[src/rtl/round_robin_tagger.sv]
`timescale 1ns/1ps
// round_robin_tagger
//   Feeds the tagged multiplexer stage. Each kept element of one untagged stream gets a
//   destination tag; tags rotate round-robin after BURST_LEN kept elements. An element with
//   last set closes the stream. With LAST_BROADCAST the remaining tags are then each sent a
//   dummy last (keep=0, data=0), so every downstream input sees end-of-stream.
//   The output is one registered stage with full throughput.
//
// Ports
//   clk, rst        clock; asynchronous active-high reset
//   in_data/keep/last/valid, in_ready
//                   untagged input stream (ready driven here)
//   out_data/tag/keep/last/valid, out_ready
//                   tagged output stream (ready sampled)
module round_robin_tagger #(
   parameter type         data_t         = logic [31:0],
   parameter int unsigned NUM_TAGS       = 4,
   parameter int unsigned TAG_WIDTH      = 2,
   parameter int unsigned BURST_LEN      = 1,
   parameter int unsigned LAST_BROADCAST = 1
) (
   input  logic                 clk,
   input  logic                 rst,
   input  data_t                in_data,
   input  logic                 in_keep,
   input  logic                 in_last,
   input  logic                 in_valid,
   output logic                 in_ready,
   output data_t                out_data,
   output logic [TAG_WIDTH-1:0] out_tag,
   output logic                 out_keep,
   output logic                 out_last,
   output logic                 out_valid,
   input  logic                 out_ready
);

   localparam int unsigned TW1 = TAG_WIDTH + 1;
   localparam int unsigned BcW = $clog2(BURST_LEN) + 1;
   localparam logic [TW1-1:0] NumTags   = TW1'(NUM_TAGS);
   localparam logic [TW1-1:0] LastFlush = TW1'(NUM_TAGS - 1);
   localparam logic [BcW-1:0] BurstMax  = BcW'(BURST_LEN - 1);
   // A single tag has nobody else to notify, so broadcast degenerates to a plain last.
   localparam bit DoFlush = (LAST_BROADCAST != 0) && (NUM_TAGS > 1);

   if (NUM_TAGS > (1 << TAG_WIDTH) || NUM_TAGS == 0) begin : g_bad_num_tags
      $error("round_robin_tagger: NUM_TAGS must be 1..2**TAG_WIDTH");
   end
   if (BURST_LEN == 0) begin : g_bad_burst_len
      $error("round_robin_tagger: BURST_LEN must be >= 1");
   end

   typedef enum logic [0:0] {StStream, StFlush} state_e;

   state_e               state_q, state_d;
   logic [TAG_WIDTH-1:0] cur_tag_q, cur_tag_d;
   logic [TAG_WIDTH-1:0] base_tag_q, base_tag_d;
   logic [BcW-1:0]       burst_cnt_q, burst_cnt_d;
   logic [TW1-1:0]       flush_cnt_q, flush_cnt_d;
   data_t                out_data_q, out_data_d;
   logic [TAG_WIDTH-1:0] out_tag_q, out_tag_d;
   logic                 out_keep_q, out_keep_d;
   logic                 out_last_q, out_last_d;
   logic                 out_valid_q, out_valid_d;

   logic                 load_ok;
   logic [TW1-1:0]       tag_inc;
   logic [TAG_WIDTH-1:0] next_tag;
   logic [TW1-1:0]       flush_sum;
   logic [TW1-1:0]       flush_tag;

   // Tag arithmetic is one bit wider so the wrap compare/subtract cannot overflow.
   always_comb begin
      tag_inc   = {1'b0, cur_tag_q} + TW1'(1);
      next_tag  = (tag_inc == NumTags) ? '0 : tag_inc[TAG_WIDTH-1:0];
      flush_sum = {1'b0, base_tag_q} + flush_cnt_q;
      flush_tag = (flush_sum >= NumTags) ? (flush_sum - NumTags) : flush_sum;
   end

   always_comb begin
      state_d     = state_q;
      cur_tag_d   = cur_tag_q;
      base_tag_d  = base_tag_q;
      burst_cnt_d = burst_cnt_q;
      flush_cnt_d = flush_cnt_q;
      out_data_d  = out_data_q;
      out_tag_d   = out_tag_q;
      out_keep_d  = out_keep_q;
      out_last_d  = out_last_q;
      out_valid_d = out_valid_q;

      load_ok  = !out_valid_q || out_ready;
      in_ready = load_ok && (state_q == StStream);

      // Register drains unless something new is loaded below.
      if (load_ok) begin
         out_valid_d = 1'b0;
      end

      unique case (state_q)
         StStream: begin
            if (in_valid && in_ready) begin
               if (in_last) begin
                  out_valid_d = 1'b1;
                  out_data_d  = in_data;
                  out_tag_d   = cur_tag_q;
                  out_keep_d  = in_keep;
                  out_last_d  = 1'b1;
                  if (DoFlush) begin
                     base_tag_d  = cur_tag_q;
                     flush_cnt_d = TW1'(1);
                     state_d     = StFlush;
                  end else begin
                     cur_tag_d   = '0;
                     burst_cnt_d = '0;
                  end
               end else if (in_keep) begin
                  out_valid_d = 1'b1;
                  out_data_d  = in_data;
                  out_tag_d   = cur_tag_q;
                  out_keep_d  = 1'b1;
                  out_last_d  = 1'b0;
                  if (burst_cnt_q == BurstMax) begin
                     burst_cnt_d = '0;
                     cur_tag_d   = next_tag;
                  end else begin
                     burst_cnt_d = burst_cnt_q + BcW'(1);
                  end
               end
               // keep=0, last=0: consumed and dropped.
            end
         end
         StFlush: begin
            if (load_ok) begin
               out_valid_d = 1'b1;
               out_data_d  = '0;
               out_tag_d   = flush_tag[TAG_WIDTH-1:0];
               out_keep_d  = 1'b0;
               out_last_d  = 1'b1;
               if (flush_cnt_q == LastFlush) begin
                  cur_tag_d   = '0;
                  burst_cnt_d = '0;
                  state_d     = StStream;
               end else begin
                  flush_cnt_d = flush_cnt_q + TW1'(1);
               end
            end
         end
         default: state_d = StStream;
      endcase
   end

   always_ff @(posedge clk or posedge rst) begin
      if (rst) begin
         state_q     <= StStream;
         cur_tag_q   <= '0;
         base_tag_q  <= '0;
         burst_cnt_q <= '0;
         flush_cnt_q <= '0;
         out_data_q  <= '0;
         out_tag_q   <= '0;
         out_keep_q  <= 1'b0;
         out_last_q  <= 1'b0;
         out_valid_q <= 1'b0;
      end else begin
         state_q     <= state_d;
         cur_tag_q   <= cur_tag_d;
         base_tag_q  <= base_tag_d;
         burst_cnt_q <= burst_cnt_d;
         flush_cnt_q <= flush_cnt_d;
         out_data_q  <= out_data_d;
         out_tag_q   <= out_tag_d;
         out_keep_q  <= out_keep_d;
         out_last_q  <= out_last_d;
         out_valid_q <= out_valid_d;
      end
   end

   assign out_data  = out_data_q;
   assign out_tag   = out_tag_q;
   assign out_keep  = out_keep_q;
   assign out_last  = out_last_q;
   assign out_valid = out_valid_q;

endmodule
[config.mk]
export PLATFORM = sky130hd
export DESIGN_NAME = round_robin_tagger
export DESIGN_NICKNAME = d
export VERILOG_FILES = /design/src/rtl/round_robin_tagger.sv
export SDC_FILE = /design/constraint.sdc
export NUM_CORES = 1
export LEC_CHECK = 0
export CAP_MARGIN = 20
export CORE_MARGIN = 5
export CORE_UTILIZATION = 48
export CTS_BUF_LIST = sky130_fd_sc_hd__clkbuf_16
export DETAILED_ROUTE_END_ITERATION = 16
export PLACE_DENSITY = 0.92
export SLEW_MARGIN = 20
export SYNTH_ARGS = -nofsm -noshare
export SYNTH_HDL_FRONTEND = slang
export SYNTH_SLANG_ARGS = --single-unit
[constraint.sdc]
create_clock -name clk -period 4.75 [get_ports clk]
set_clock_uncertainty 0.05 [all_clocks]
set_input_delay 0.95 -clock clk [delete_from_list [all_inputs] [get_ports clk]]
set_output_delay 0.95 -clock clk [all_outputs]
set_load 0.1 [all_outputs]
==> flow_summary_export.csv <==
group,metric,value,unit
sta,grt_setup_unrepaired,"no",
detailed_routing,routed_via_density,5.00,
clock_tree,clkLatencyLatePin,0.28,ns
yosys,postSynth.asyncResetShare,1.00,
yosys,postSynthRegisterBits,45,
die,floorplan.core_area,4290,sq um
critical_path,worstSetupEndpointType,"output pin",
min_path,hold_path.startpoint,"out_data[1]",
yosys,synth_area_per_cell,10.1,sq um
yosys,netlist.top_cell.by_area,"sky130_fd_sc_hd__dfrtp_1",
clock_tree,clock_tree.htree_level_count,2,
sta,tns,0,ns
critical_path,crit_arrival,2.18,ns
critical_path,launch_instance_of_the_worst_register_to_register_path,"state_q",
sta,maxSlewViolCount,0,
global_route,antenna_found_initial,0,
place,io_buffers,75,
critical_path,cp_cell_sequence,"clkdlybuf4s50_1, nor2b_1, nor2_1, buf_4",
yosys,yosysWarnings,0,
clock_tree,max-clock-path-buffers,2,
place,detailedPlacementHpwl,3.42,mm
sta,setup_viol,0,
min_path,hp-class,"reg2reg",
detailed_routing,drt_first_pass_iters,4,
clock_tree,clock-root-buffer,"sky130_fd_sc_hd__clkbuf_16",
min_path,worst_hold_path.num_cells,2,
sta,post-route-min-period,3.18,ns
die,floorplan.die_area,5820,sq um
clock_tree,tritoncts.num_buffers,5,
detailed_routing,ant_nets,0,
clock_tree,tritoncts,"yes",
yosys,yosysMostFrequentCell,"sky130_fd_sc_hd__dfrtp_1",
layout,nNetsFinal,321,
yosys,syn-num-nets,250,
min_path,worstHoldEndpoint,"out_data[1]",
layout,antenna_cells,0,
yosys,netlist_area,2110,sq um
detailed_routing,detail_route.drc_violations,0,
yosys,synth_area_leaders,"sky130_fd_sc_hd__dfrtp_1, sky130_fd_sc_hd__nand2b_1, sky130_fd_sc_hd__nand2_1",
critical_path,setup.worst_path.start,"out_ready",
detailed_routing,wl_per_cell,13.7,um
detailed_routing,drt-total-wl,4.55,mm
layout,drive_gt1_frac,0.0896,
global_route,wire_length_of_the_first_global_routing_pass,7.72,mm
yosys,yosysUniqueCellTypes,34,
yosys,synth_seq_area_share,0.534,
run,cap_viol_max_count,0,
sta,tightest_slew,1.02,ns
sta,final_min_period_over_clock_period,0.669,
sta,hold_violations,0,
status,outcome,"complete, no violations",
critical_path,cp_max_fo,8,
clock_tree,path_clk_slew,0.06,ns
critical_path,worst_path_max_delay_cell,"sky130_fd_sc_hd__nor2b_1",
die,floorplan.io_pins,76,
global_route,total_gr_overflow,0,
die,starting_density,0.491,
critical_path,ff2ff_setup_slack,2.77,ns
clock_tree,postCtsResizedCells,0,
critical_path,critical_path_class,"in2out",
die,die_h,76.3,um
critical_path,critical_path_data_required_time,3.75,ns
global_route,grt_start_max_net_pins,46,
detailed_routing,drt_iter0_drc,124,
yosys,synth-edff-count,0,
clock_tree,postCtsHoldBufs,0,
global_route,grt_use_total,0.161,
critical_path,worst-r2r-cell-count,3,
critical_path,worst_path_largest_cell_delay,0.47,ns
layout,area_growth_syn_to_layout,41.0,%
die,floorplan.rows,24,
yosys,commonest_register_cell_after_synthesis,"sky130_fd_sc_hd__dfrtp_1",
sta,relSlewSlack,0.318,
detailed_routing,routed-via-count,1655,
place,finalWeightedCongestion,0.749,
yosys,synth.top_cells.by_count,"sky130_fd_sc_hd__dfrtp_1, sky130_fd_sc_hd__nand2_1, sky130_fd_sc_hd__nand2b_1",
die,floorplan.die.width,76.3,um
yosys,post-synth-top-area-fraction,0.534,
sta,max_fclk,315,MHz
critical_path,crit-reg2reg-capture,"out_data[7]",
critical_path,worst_setup_path_start_kind,"input port",
global_route,first_global_vias,1610,
clock_tree,cts_num_sinks,45,
clock_tree,post_cts_setup_buffer_count,0,
yosys,postSynthCellCount,208,
==> how the worst max path moves through the flow <==
stage                to  cells after the start
3_3_place_gp   in_ready                      4
6_report       in_ready                      4
3_5_place_dp   in_ready                      4
4_1_cts        in_ready                      4
5_1_grt        in_ready                      4
2_1_floorplan  in_ready                      3
==> stage by stage <==
stage	area, sq um	setup WS, ns	std cells	utilization	hold slack [ns]
after floorplan	2110	1.33	208	-	0.438
after global placement	2840	1.58	324	0.661	0.409
after detailed placement	2840	1.58	324	0.661	0.420
after CTS	2970	1.56	331	0.692	0.433
after global routing	2970	1.51	331	0.692	0.448
final	2970	1.57	331	0.692	0.427
==> kinds of logic after synthesis <==
family | after synthesis | synth area share
simple gates | 89 | 0.213
compound gates | 46 | 0.139
flops | 45 | 0.534
buf+inv | 16 | 0.0510
mux | 6 | 0.0303
fa+ha+maj | 4 | 0.0237
xor+xnor | 2 | 0.00831
==> layout by cell type (no fill, tap or decap), types with 3 or more instances in the layout <==
master                            count
sky130_fd_sc_hd__buf_4                3
sky130_fd_sc_hd__clkbuf_16            5
sky130_fd_sc_hd__clkdlybuf4s50_1     74
sky130_fd_sc_hd__dfrtp_1             45
sky130_fd_sc_hd__ha_1                 4
sky130_fd_sc_hd__inv_1                3
sky130_fd_sc_hd__mux2_2               3
sky130_fd_sc_hd__mux2i_1              3
sky130_fd_sc_hd__nand2_1             42
sky130_fd_sc_hd__nand2b_1            34
sky130_fd_sc_hd__nor2_1               3
sky130_fd_sc_hd__o21ai_0             17
sky130_fd_sc_hd__o21ai_1             11
sky130_fd_sc_hd__o21ai_2             10
==> critical path, delay by kind of cell <==
kind,cells,cell delay (ns)
buf+inv,2,0.67
simple gates,2,0.55
==> routing by layer <==
layer  GRT usage  vias to the layer above  wire length, um
met4      0.0577                        0               79
met5           0                        -                0
met2       0.270                       46             2330
met3      0.0414                        9              238
met1       0.201                      770             1900
li1            -                      830                -
==> cell type report <==
type                    instances  area (sq um)
clock inverters                 2          7.51
multi-input cells             147           875
inverters                       3          11.3
flip-flops and latches         45          1130
repair buffers                 77           763
clock buffers                   5           125
fillers                       333          1320
well taps                      52          65.1
==> sequential cells by signal, indices dropped and copies added (netlist names) <==
name         flops
out_valid        1
out_data        32
out_last         1
out_keep         1
cur_tag_q        2
out_tag          2
base_tag_q       2
flush_cnt_q      3
state_q          1
Power is left out: the tool's default activity adds up to more than one toggle a clock period on the data nets, which glitch-free logic cannot reach.
